File: src/rtl/tx_packet_sequencer.sv
// USB transmit packet sequencer: request checks, begin/active/gap sequencing,
// active-phase timeout and a saturating error counter.
`timescale 1ns/1ps
module tx_packet_sequencer #(
  parameter int OCC_W          = 7,
  parameter int MIN_DATA       = 1,
  parameter int GAP_CYCLES     = 2,
  parameter int TIMEOUT_CYCLES = 1024,
  parameter int ERR_CNT_W      = 8
) (
  input  logic                 clk,
  input  logic                 n_rst,
  input  logic [2:0]           tx_packet,
  input  logic                 end_packet,
  input  logic [OCC_W-1:0]     buffer_occupancy,
  input  logic                 clear_errors,
  output logic                 tx_transfer_active,
  output logic                 begin_packet,
  output logic                 get_tx_packet_data,
  output logic [2:0]           pkt_type,
  output logic                 tx_done,
  output logic                 tx_abort,
  output logic                 tx_error,
  output logic [ERR_CNT_W-1:0] err_count
);

  localparam int TMO_W = (TIMEOUT_CYCLES > 1) ? $clog2(TIMEOUT_CYCLES) : 1;
  localparam int GAP_W = (GAP_CYCLES > 1) ? $clog2(GAP_CYCLES) : 1;
  localparam logic [TMO_W-1:0] TMO_LAST =
    TMO_W'((TIMEOUT_CYCLES > 0) ? TIMEOUT_CYCLES - 1 : 0);
  localparam logic [GAP_W-1:0] GAP_LAST =
    GAP_W'((GAP_CYCLES > 0) ? GAP_CYCLES - 1 : 0);

  typedef enum logic [1:0] {
    S_IDLE,
    S_BEGIN,
    S_ACTIVE,
    S_GAP
  } state_t;

  state_t           state;
  state_t           nstate;
  logic [2:0]       prev_pkt;
  logic [2:0]       pkt_q;
  logic [TMO_W-1:0] tmo_cnt;
  logic [GAP_W-1:0] gap_cnt;

  logic new_req;
  logic is_data;
  logic illegal;
  logic too_short;
  logic req_err;
  logic accept;
  logic end_hit;
  logic tmo_hit;
  logic gap_last;

  // A request is an edge on the code, not a level.
  assign new_req   = (tx_packet != 3'd0) && (tx_packet != prev_pkt);
  assign is_data   = (tx_packet == 3'd1) || (tx_packet == 3'd2);
  assign illegal   = (tx_packet[2:1] == 2'b11);
  assign too_short = is_data && (int'(buffer_occupancy) < MIN_DATA);

  assign req_err = new_req &&
                   ((state != S_IDLE) || illegal || too_short);
  assign accept  = new_req && (state == S_IDLE) &&
                   !illegal && !too_short;

  // end_packet wins over a coincident timeout.
  assign end_hit  = (state == S_ACTIVE) && end_packet;
  assign tmo_hit  = (state == S_ACTIVE) && !end_packet &&
                    (TIMEOUT_CYCLES != 0) && (tmo_cnt == TMO_LAST);
  assign gap_last = (gap_cnt == GAP_LAST);

  always_comb begin
    nstate = state;
    unique case (state)
      S_IDLE:   if (accept) nstate = S_BEGIN;
      S_BEGIN:  nstate = S_ACTIVE;
      S_ACTIVE: if (end_hit || tmo_hit) nstate = S_GAP;
      S_GAP:    if (gap_last) nstate = S_IDLE;
      default:  nstate = S_IDLE;
    endcase
  end

  always_ff @(posedge clk or negedge n_rst) begin
    if (!n_rst) begin
      state     <= S_IDLE;
      prev_pkt  <= '0;
      pkt_q     <= '0;
      tmo_cnt   <= '0;
      gap_cnt   <= '0;
      tx_done   <= 1'b0;
      tx_abort  <= 1'b0;
      tx_error  <= 1'b0;
      err_count <= '0;
    end else begin
      state    <= nstate;
      prev_pkt <= tx_packet;
      tx_done  <= end_hit;
      tx_abort <= tmo_hit;
      tx_error <= req_err || tmo_hit;

      if (accept) begin
        pkt_q <= tx_packet;
      end else if ((state == S_GAP) && gap_last) begin
        pkt_q <= '0;
      end

      if (accept) begin
        tmo_cnt <= '0;
      end else if (state == S_ACTIVE) begin
        tmo_cnt <= tmo_cnt + 1'b1;
      end

      if (state != S_GAP) begin
        gap_cnt <= '0;
      end else begin
        gap_cnt <= gap_cnt + 1'b1;
      end

      if (clear_errors) begin
        err_count <= '0;
      end else if (tx_error && (err_count != '1)) begin
        err_count <= err_count + 1'b1;
      end
    end
  end

  assign tx_transfer_active = (state == S_BEGIN) || (state == S_ACTIVE);
  assign begin_packet       = (state == S_BEGIN);
  assign get_tx_packet_data = (state == S_BEGIN) &&
                              ((pkt_q == 3'd1) || (pkt_q == 3'd2));
  assign pkt_type           = pkt_q;

endmodule

File: config.mk
export PLATFORM = sky130hd
export DESIGN_NAME = tx_packet_sequencer
export DESIGN_NICKNAME = d
export VERILOG_FILES = /design/src/rtl/tx_packet_sequencer.sv
export SDC_FILE = /design/constraint.sdc
export NUM_CORES = 1
export LEC_CHECK = 0
export BUFFER_PORTS_ARGS = -buffer_cell sky130_fd_sc_hd__buf_2
export CAP_MARGIN = 30
export CORE_ASPECT_RATIO = 1.75
export CORE_UTILIZATION = 54
export DETAILED_ROUTE_END_ITERATION = 10
export MAX_ROUTING_LAYER = met4
export PLACE_DENSITY = 0.8
export RECOVER_POWER = 100
export SLEW_MARGIN = 20
export SYNTH_ARGS = -nofsm -noshare
export SYNTH_HDL_FRONTEND = slang
export SYNTH_SLANG_ARGS = --single-unit
export TNS_END_PERCENT = 30
File: constraint.sdc
create_clock -name clk -period 1.95 [get_ports clk]
set_input_delay 0.2925 -clock clk [delete_from_list [all_inputs] [get_ports clk]]
set_output_delay 0.2925 -clock clk [all_outputs]
set_load 0.1 [all_outputs]
* Word-level counts from Yosys, hierarchy flattened *
Index checks and enable logic that the tools add are counted.

storage, ports and cells
  bits of input ports = 14
  register bits after elaboration = 30
  logic and storage cells = 68
  output and inout port bits = 17

cells by class
  reduce and logical (&&, ||, !) cells = 29
  magnitude comparators = 1
  add/subtract/negate cells = 3
  equality and inequality tests = 15
  muxes and demuxes = 11

operators with widths
  operator                                                     number
  2-to-1 mux 10 bit                                            2
  2-to-1 mux 8 bit                                             2
  logical AND 1 bit                                            12
  adder 10 x 1 -> 10 bit (second input constant)               1
  equality test 10 bit (second input constant)                 1
  adder 8 x 1 -> 8 bit (second input constant)                 1
  inequality test 8 bit (second input constant)                1
  one-hot mux 2 bit (4 select lines)                           1
  nonzero test 2 bit                                           4
  logical OR 1 bit                                             7
  less-than comparator 7 x 1 -> 1 bit (second input constant)  1
  equality test 2 bit (second input constant)                  3
  equality test 3 x 1 -> 1 bit (second input constant)         2
  equality test 3 x 2 -> 1 bit (second input constant)         2
  2-to-1 mux 2 bit                                             3
  2-to-1 mux 3 bit                                             2
  inequality test 2 bit (second input constant)                3
  zero test 1 bit                                              3
  inequality test 3 bit                                        1
  AND reduction 3 bit                                          1
  nonzero test 3 bit                                           1
  equality test 2 x 1 -> 1 bit (second input constant)         1
  zero test 2 bit                                              1
  inequality test 2 x 1 -> 1 bit (second input constant)       1
  other kinds (2)                                              2

* Depth between registers and ports, before layout *
Gate-level depths: netlist of the first run.

  depth in word-level cells = 7
  depth in mapped cells = 8
  mapped depth without buffers = 7

* Least setup slack after synthesis of the first run *
No wires, ideal clock.

  path type = flip-flop to output port
  from = register state[1]
  to = output get_tx_packet_data
  setup slack = -1930 ps
  data arrival time = 3587 ps
  cell stages (with the launch flop) = 4
  required time = 1657 ps
  buffers on the path = 0
  path through = dfrtp_1 > inv_1 > ha_1 > nor3b_1

on the way
  cells in the longest elaborated chain, start to end = 2

ends and longest elaborated chain
  what                          RTL line  RTL
  from (decl)                   41        state_t state;
  from (signal assigned)        98        state <= nstate;
  equality test 2 x 1 -> 1 bit  -
  named net begin_packet        18        output logic begin_packet,
  logical AND 1 bit             132       assign get_tx_packet_data = (state == S_BEGIN) &&
  to (decl)                     19        output logic get_tx_packet_data,

The timed path passes the listed nets, and every way through them passes these cells.

* Final worst setup path of the first run *
  from = register pkt_q[0] (netlist: pkt_type[0])
  to = output get_tx_packet_data

on the way
  cells in the longest elaborated chain, start to end = 3
  elaborated cells between the ends (all ways) = 4
  classes of those cells = 2 x eq/ne; 2 x reduce/logical

ends and longest elaborated chain
  what                                                                                 RTL line  RTL
  from (decl)                                                                          44        logic [2:0] pkt_q;
  from (signal assigned)                                                               105       pkt_q <= tx_packet;
  equality test 3 x 1 -> 1 bit / equality test 3 x 2 -> 1 bit (equally long branches)  133       ((pkt_q == 3'd1) || (pkt_q == 3'd2));
  logical OR 1 bit *                                                                   133
  logical AND 1 bit *                                                                  132

Every way passes the cells marked *; elsewhere a longest branch is shown, timed or not.

==> metrics.yaml, run 1 <==
status:
  status: "complete, no violations"
grt:
  overflow: 0
  antenna_found_initial: 0
  grt_pass1_wl_um: 5580
  grt_pass1_vias: 1272
  grt_max_degree: 31
  track_usage: 0.248
clock_tree:
  cts_buffer_depth: 2
  cts_max_level: 2
  cts_tree: "built"
  cts-root-buf: "clkbuf_8"
  clock-sinks: 30
  cts_setup_buffers: 0
  hold_buffers: 0
  numCtsBuffers: 5
  clock_latency_ns: 0.28
  cts.clk_slew.worst_paths_ns: 0.06
  cts_resized: 0
die:
  design.die.area_mm2: 0.00313
  start_util: 0.577
  die_w_um: 42.7
  core-area_mm2: 0.00272
  die_h_um: 73.3
  num_rows: 25
  io_pins: 31
synth:
  ys_warn_count: 0
  ys.flop_type: "dfrtp_1"
  ys_seq_area_frac: 0.478
  synth-simple-area-share: 0.221
  synth_fa_ha_area_frac: 0.0558
  postSynthAreaPerCell_um2: 10.2
  synth_enable_flop_cells: 0
  yosysTopAreaCellShare: 0.478
  yosys.cell_count.top_type: "dfrtp_1"
  synth_cell_type_count: 39
  postSynthCellCount: 154
  ys_async_sr_fraction: 1.00
  synthTopCellsByArea: "dfrtp_1, xor2_1, nor2_1"
  synthesis.nets: 175
  syn_area_mm2: 0.00157
  synth_common_cells: "dfrtp_1, nor2_1, xor2_1, nand2_1, inv_1"
  synth_top_family_by_area: "simple AND/OR/NAND/NOR gates"
  synth_compound_area_frac: 0.0781
  synth.area.mux_share: 0.0319
  synth-seq-cells: 30
  synthXorXnorAreaFrac: 0.100
  yosys.area.top_type: "dfrtp_1"
timing:
  slew_headroom: 0.567
  worst_slack_ns: 0.0799
  period_share: 0.959
  setup_violations: 0
  tightest_slew_ns: 0.650
  fmax_mhz: 535
  rsz0062_at_grt: "true"
  fin_skew_ns: 0.00428
  drv_slew: 0
  layout_min_cycle_time_ns: 1.87
  finalSetupTns_ns: 0
  hold_violations: 0
detailed_routing:
  vias: 1254
  wirelength_um: 3330
  first_iter_violations: 42
  drc: 0
  first_pass_iters: 4
  antenna_left: 0
  wl_per_cell_um: 15.2
  avgViaCountPerCell: 5.73
critical_path:
  critPathBufInv: 1
  critPathCaptureType: "output port"
  setup.worst_path.class: "reg -> out"
  crit_slowest_cell: "dfrtp_4"
  crit-reg2reg-launch: "state[0]"
  cp.required_ns: 1.66
  crit_arrival_ns: 1.58
  cp_top_family: "flip-flops"
  worstSetupStartpointType: "flip-flop"
  cpPeakStageDelay_ns: 0.49
  path_max_fanout: 3
  crit_start: "pkt_type[0]"
  crit_chain: "xnor2_1 -> nor3b_4 -> buf_2"
finish:
  fillCellCount: 225
  final_area_mm2: 0.00190
  nNetsFinal: 212
  multi_input_area_um2: 797
  drive_gt1_frac: 0.307
  layout-area-overhead-vs-synth_pct: 20.8
  final_cells: 219
  n_antenna_cell: 0
  regArea_um2: 771
placed_design:
  io_buffers: 30
  place_area_mm2: 0.00180
  place_hpwl_um: 2520
  dp_slack_ns: 0.0855
  dpl.cell_count: 211
  gp_congestion: 0.864
worst_hold_path:
  hold_path.class: "in -> async"
flow_run:
  max_cap_violations: 0
power:
  ir_worst_vdd_mv: 1.33
  p_per_area_mw_per_mm2: 1610
  leakagePower_nw: 0.910
[worst reg2reg max path, cell delays in order, from the launching register on]
cell	delay [ns]
dfrtp_1	0.44
inv_1	0.13
ha_1	0.22
inv_1	0.09
or2_4	0.27
nor3_4	0.31
buf_4	0.21
nor2_1	0.05
[power breakdown]
part / internal (W) / switching [W] / leakage (nW)
combinational: 0.000402 / 0.00122 / 0.483
sequential: 0.000779 / 0.000134 / 0.379
clock: 0.000284 / 0.000227 / 0.0482
[per-stage QoR]
| stage | util | hold WS (ns) | power, W |
|---|---|---|---|
| floorplan | - | -0.00309 | 0.00227 |
| global placement | 0.661 | 0.353 | 0.00250 |
| detailed placement | 0.661 | 0.360 | 0.00254 |
| CTS | 0.695 | 0.0565 | 0.00306 |
| global route | 0.697 | 0.0946 | 0.00319 |
| finish | 0.697 | 0.0314 | 0.00305 |
[layout make-up]
type,instances,share of cell area
Sequential cell,30,0.407
Multi-Input combinational cell,112,0.420
Timing Repair Buffer,33,0.0891
Inverter,9,0.0178
Clock inverter,1,0.00264
Clock buffer,7,0.0455
Tap cell,27,0.0178
[layer usage]
metal  routed length, um  vias to the layer above  part of all wire  GRT usage
met5                   0                        -                 0          -
met4                  58                        0             0.017     0.0938
met3                 143                        5             0.043     0.0516
met2                1930                       45              0.58      0.468
met1                1200                      602              0.36      0.239
li1                    -                      602                 -          -
[state kept, by name (all words and copies together) (netlist names)]
name       count
tmo_cnt       10
pkt_type       3
err_count      8
tx_error       1
tx_abort       1
tx_done        1
prev_pkt       3
state          2
gap_cnt        1
[logic make-up (layout without fill, tap and decap cells)]
kind of cell / count (synthesis) / in the layout
buffers and inverters: 12 / 50
and+or+nand+nor: 67 / 67
xor gates and xnor gates: 18 / 18
adders and majority gates: 7 / 7
DFF: 30 / 30
AOI/OAI and AO/OA: 15 / 15
muxes: 5 / 5
[final timing paths]
path / endpoint / slack (ns) / cells after the start
min in group clk: prev_pkt[0] / 0.23 / 1
worst min-delay path: tmo_cnt[0] / 0.03 / 1
worst max register to register: tmo_cnt[5] / 0.12 / 7
worst min register to register: err_count[1] / 0.57 / 2
worst max-delay path: get_tx_packet_data / 0.08 / 3
max in group asynchronous: err_count[0] / 1.43 / 1
[placed cells by master (no fill, tap or decap), types with 5 or more instances in the layout]
cell type	instances
xor2_1	12
nand4_1	7
ha_1	6
nor2_1	25
dfrtp_2	7
clkbuf_8	6
clkbuf_2	15
mux2i_1	5
inv_1	8
nand2_1	11
xnor2_1	6
buf_2	12
dfrtp_1	20
Power figures use the tool's default switching activity.
==> run 2: changes to the inputs <==
--- a/config.mk
+++ b/config.mk
@@ -11,2 +11,3 @@
 export CORE_UTILIZATION = 54
+export CTS_CLUSTER_SIZE = 28
 export DETAILED_ROUTE_END_ITERATION = 10
==> constraint.sdc (replaced) <==
create_clock -name clk -period 1.95 [get_ports clk]
set_input_delay 0.39 -clock clk [delete_from_list [all_inputs] [get_ports clk]]
set_output_delay 0.39 -clock clk [all_outputs]
set_load 0.1 [all_outputs]
==> run 2 against run 1 <==
Compared with the run above: flip-flop and latch count did not move; global-route usage up 0.63 points; largest cell class unchanged; critical endpoint is now tx_transfer_active; clock-buffer cell count unchanged; first-iteration DRC count down 14%; combinational power about the same; utilization barely moved.
==> metrics.yaml, run 2 (synthesized netlist as in run 1, its figures left out) <==
critical_path:
  crit_chain: "inv_1 -> ha_1 -> buf_4"
  crit_arrival_ns: 1.47  # -0.11 ns
  worstSetupStartpointType: "flip-flop"
  crit_slowest_cell: "dfrtp_1"
  path_max_fanout: 4  # +1
  critPathBufInv: 2  # +1
  setup.worst_path.class: "reg -> out"
  r2r_slack_ns: 0.16  # +0.04 ns
  cp_top_family: "flip-flops"
  cpPeakStageDelay_ns: 0.45  # -0.04 ns
  crit-reg2reg-launch: "state[0]"
  critPathCaptureType: "output port"
  r2r-end: "state[0]"
  worst-r2r-cell-count: 7  # unchanged
  cp.required_ns: 1.56  # -0.10 ns
detailed_routing:
  wl_per_cell_um: 15.7  # +3.5%
  drc: 0  # unchanged
  wirelength_um: 3450  # +3.5%
  vias: 1273  # +1.5%
  avgViaCountPerCell: 5.81  # +1.5%
  first_pass_iters: 4  # unchanged
  antenna_left: 0  # unchanged
  first_iter_violations: 36  # -14%
finish:
  final_common_cell: "nor2_1"
  reg.largest.list: "tmo_cnt: 10 flops, err_count: 8 flops"
  n_antenna_cell: 0  # unchanged
  nNetsFinal: 212  # unchanged
  drive_gt1_frac: 0.307  # unchanged
  layout-area-overhead-vs-synth_pct: 20.7  # about the same
  layout_common_cells: "nor2_1, dfrtp_1, clkbuf_2"
  regMostFlops: "tmo_cnt"
  largest_reg_flops: 10  # unchanged
timing:
  hold_ws_ns: 0.136  # +0.104 ns
  tightest_slew_ns: 0.667  # +0.0175 ns
  slew_headroom: 0.555  # -0.0116
  drv_slew: 0  # unchanged
  period_share: 0.951  # -0.00775
  hold_violations: 0  # unchanged
  rsz0062_at_grt: "false"
  fin_skew_ns: 0.00499  # +0.000714 ns
  fmax_mhz: 539  # +0.82%
  setup_violations: 0  # unchanged
  layout_min_cycle_time_ns: 1.86  # -0.0151 ns
clock_tree:
  cts.clk_slew.worst_paths_ns: 0.06  # about the same
  clock-sinks: 30  # unchanged
  clock_latency_ns: 0.29  # about the same
  hold_buffers: 0  # unchanged
  numCtsBuffers: 5  # unchanged
  cts_setup_buffers: 0  # unchanged
  cts_buffer_depth: 2  # unchanged
  cts_max_level: 2  # unchanged
  cts-root-buf: "clkbuf_8"
  cts_resized: 0  # unchanged
  cts_tree: "built"
power:
  total_power_w: 0.00308  # +0.94%
  power_frac_comb: 0.536  # +0.003
  clockPowerShare: 0.167  # about the same
  ir_worst_vdd_mv: 1.02  # -24%
  p_int_w: 0.00147  # +0.62%
  leakagePower_nw: 0.907  # -0.37%
  p_switching_w: 0.00160  # +1.2%
  switching_share: 0.521  # +0.00150
  p_seq_frac: 0.297  # -0.002
  p_per_area_mw_per_mm2: 1620  # +1.0%
status:
  status: "complete, no violations"
grt:
  grt_pass1_vias: 1335  # +5.0%
  overflow: 0  # unchanged
  grt_max_degree: 31  # unchanged
  antenna_found_initial: 0  # unchanged
  track_usage: 0.255  # +0.00630
  grt_pass1_wl_um: 5720  # +2.5%
placed_design:
  io_buffers: 30  # unchanged
  place_hpwl_um: 2660  # +5.6%
  gp_congestion: 0.851  # -1.5%
die:
  num_rows: 25  # unchanged
  die_h_um: 73.3  # unchanged
  die_w_um: 42.7  # unchanged
  core-area_mm2: 0.00272  # unchanged
  start_util: 0.577  # unchanged
  io_pins: 31  # unchanged
  design.die.area_mm2: 0.00313  # unchanged
flow_run:
  max_cap_violations: 0  # unchanged
worst_hold_path:
  hold_path.class: "in -> async"
## run 2: cell counts in the layout (fill, tap and decap cells not counted)
Identical to the previous run, type by type.
## run 2: per-stage QoR
stage	utilization	cells	area (um^2)	setup TNS, ns	worst slack (ns)
floorplan	-	154	1610	-0.155	-0.155
global placement	0.672	211	1830	0	0.172
detailed placement	0.672	211	1830	0	0.115
CTS	0.706	219	1920	0	0.154
global route	0.696	219	1890	0	0.0377
finish	0.696	219	1890	0	0.0950
## run 2: worst max path at each step
stage / to / startpoint / cells past startpoint / slack (ns)
finish: tx_transfer_active / state[0] / 3 / 0.09
CTS: get_tx_packet_data / pkt_type[1] / 3 / 0.15
floorplan: get_tx_packet_data / state[1] / 3 / -0.15
global route: tx_transfer_active / state[0] / 3 / 0.04
global placement: tmo_cnt[8] / tx_packet[0] / 7 / 0.17
detailed placement: tmo_cnt[6] / tx_packet[0] / 7 / 0.11
## run 2: power by group through the flow
stage | clock (W) | combinational, W | sequential, W
2_1_floorplan | 0 | 0.000884 | 0.00139
3_3_place_gp | 0 | 0.00171 | 0.000911
3_5_place_dp | 0 | 0.00175 | 0.000919
4_1_cts | 0.000520 | 0.00176 | 0.000910
5_1_grt | 0.000544 | 0.00173 | 0.000932
6_report | 0.000512 | 0.00165 | 0.000915
## run 2: area by class of cell
type / instances / area (um^2)
Clock buffer: 7 / 86.3
Clock inverter: 1 / 5.00
Fill cell: 215 / 827
Timing Repair Buffer: 33 / 174
Sequential cell: 30 / 771
Tap cell: 27 / 33.8
Inverter: 9 / 33.8
Multi-Input combinational cell: 112 / 791
## run 2: per-layer routing
| metal | track usage | vias up | routed length, um |
|---|---|---|---|
| met1 | 0.234 | 609 | 1200 |
| met3 | 0.0516 | 15 | 151 |
| li1 | - | 596 | - |
| met2 | 0.455 | 53 | 1940 |
| met5 | - | - | 0 |
| met4 | 0.174 | 0 | 150 |
==> run 3: changes to the inputs <==
- PLACE_DENSITY: 0.8 -> not set
- PLACE_DENSITY_LB_ADDON: not set -> 0.1
==> run 3 against run 2 <==
Compared with the run above: via count decreased by 3.0%; fmax rose by 0.19%; largest cell class unchanged; combinational power about the same; clock skew is 0.00050 ns higher.
==> metrics.yaml, run 3 (synthesized netlist as in run 1, its figures left out) <==
critical_path:
  path_max_fanout: 4  # unchanged
  cp.required_ns: 1.56  # about the same
  critPathCaptureType: "output port"
  crit_arrival_ns: 1.46  # about the same
  r2r_slack_ns: 0.19  # +0.03 ns
  setup.worst_path.class: "reg -> out"
  worstSetupStartpointType: "flip-flop"
die:
  core-area_mm2: 0.00272  # unchanged
  die_w_um: 42.7  # unchanged
  design.die.area_mm2: 0.00313  # unchanged
  start_util: 0.577  # unchanged
  num_rows: 25  # unchanged
  die_h_um: 73.3  # unchanged
  io_pins: 31  # unchanged
finish:
  largest_reg_flops: 10  # unchanged
  utilization: 0.697  # +0.00138
  layout_common_cells: "nor2_1, dfrtp_1, clkbuf_2"
  n_antenna_cell: 0  # unchanged
  layout-area-overhead-vs-synth_pct: 21.0
  reg.largest.list: "tmo_cnt: 10 flops, err_count: 8 flops"
  nNetsFinal: 212  # unchanged
  final_common_cell: "nor2_1"
  drive_gt1_frac: 0.302  # -0.00521
  regMostFlops: "tmo_cnt"
power:
  ir_worst_vdd_mv: 1.56  # +53%
  p_per_area_mw_per_mm2: 1600  # -1.6%
  leakagePower_nw: 0.907  # about the same
timing:
  layout_min_cycle_time_ns: 1.85  # -0.00351 ns
  tightest_slew_ns: 0.637  # -0.0307 ns
  fmax_mhz: 540  # +0.19%
  slew_headroom: 0.576  # +0.0205
  fin_skew_ns: 0.00549  # +0.000500 ns
  hold_violations: 0  # unchanged
  period_share: 0.949  # -0.00180
  rsz0062_at_grt: "false"
  setup_violations: 0  # unchanged
  hold_ws_ns: 0.127  # -0.00905 ns
  drv_slew: 0  # unchanged
  finalSetupTns_ns: 0  # unchanged
grt:
  track_usage: 0.232  # -0.0230
  antenna_found_initial: 0  # unchanged
  grt_max_degree: 31  # unchanged
  grt_pass1_vias: 1247  # -6.6%
  grt_pass1_wl_um: 5260  # -8.1%
  overflow: 0  # unchanged
detailed_routing:
  first_iter_violations: 27  # -25%
  avgViaCountPerCell: 5.64  # -3.0%
  drc: 0  # unchanged
  first_pass_iters: 4  # unchanged
  antenna_left: 0  # unchanged
  vias: 1235  # -3.0%
  wl_per_cell_um: 14.2  # -10%
  wirelength_um: 3100  # -10%
clock_tree:
  cts_buffer_depth: 2  # unchanged
  cts_max_level: 2  # unchanged
  numCtsBuffers: 5  # unchanged
  clock_latency_ns: 0.28  # about the same
  clock-sinks: 30  # unchanged
  cts-root-buf: "clkbuf_8"
  cts.clk_slew.worst_paths_ns: 0.06  # about the same
  cts_tree: "built"
  cts_setup_buffers: 0  # unchanged
placed_design:
  io_buffers: 30  # unchanged
  place_hpwl_um: 2350  # -12%
  gp_congestion: 0.822  # -3.3%
status:
  status: "complete, no violations"
worst_hold_path:
  hold_path.class: "in -> async"
flow_run:
  max_cap_violations: 0  # unchanged
## run 3: changes by cell type in the layout (fill, tap and decap cells not counted), sizes merged
cell    before  now
clkbuf      25   26
buf         15   14
## run 3: power by group
part           switching, W  internal, W  total, W
Combinational       0.00121     0.000402   0.00162
Clock              0.000221     0.000284  0.000505
Sequential         0.000133     0.000779  0.000912
Total               0.00157      0.00146   0.00303
## run 3: path summary, 6_finish.rpt
kind	from	to	cells past startpoint
worst max-delay path	state[1]	get_tx_packet_data	4
worst min-delay path	n_rst	tmo_cnt[4]	1
worst max register to register	state[0]	tmo_cnt[9]	7
worst min register to register	err_count[7]	err_count[7]	2
max in group asynchronous	n_rst	err_count[0]	1
min in group clk	tx_packet[0]	prev_pkt[0]	1
## run 3: through the flow
stage / area, um^2 / total power, W / setup WS, ns / cells
floorplan: 1610 / 0.00227 / -0.155 / 154
global placement: 1830 / 0.00261 / 0.161 / 211
detailed placement: 1830 / 0.00265 / 0.118 / 211
CTS: 1920 / 0.00316 / 0.108 / 219
global route: 1900 / 0.00317 / 0.0427 / 219
finish: 1900 / 0.00303 / 0.0985 / 219
## run 3: area by class of cell
| cell class | instances | area, um^2 |
|---|---|---|
| Timing Repair Buffer | 33 | 174 |
| Multi-Input combinational cell | 112 | 795 |
| Inverter | 9 | 33.8 |
| Clock buffer | 7 | 86.3 |
| Fill cell | 212 | 823 |
| Clock inverter | 1 | 5.00 |
| Tap cell | 27 | 33.8 |
| Sequential cell | 30 | 771 |
## run 3: critical path: stages (launching register included)
cell and delay (ns):
dfrtp_1 0.42, inv_2 0.10, ha_4 0.15, nor3b_4 0.17
clkbuf_4 0.35
## run 3: timing repair
action | 4_1_cts | 5_1_grt
hold buffers | 0 | 0
gates resized for setup | 0 | 1
setup endpoints to repair | 0 | 2
## run 3: per-layer routing
| layer | share of wire | GRT usage | vias up |
|---|---|---|---|
| met2 | 0.55 | 0.399 | 28 |
| li1 | - | - | 598 |
| met3 | 0.037 | 0.0467 | 5 |
| met4 | 0.020 | 0.101 | 0 |
| met1 | 0.39 | 0.254 | 604 |
| met5 | 0 | - | - |
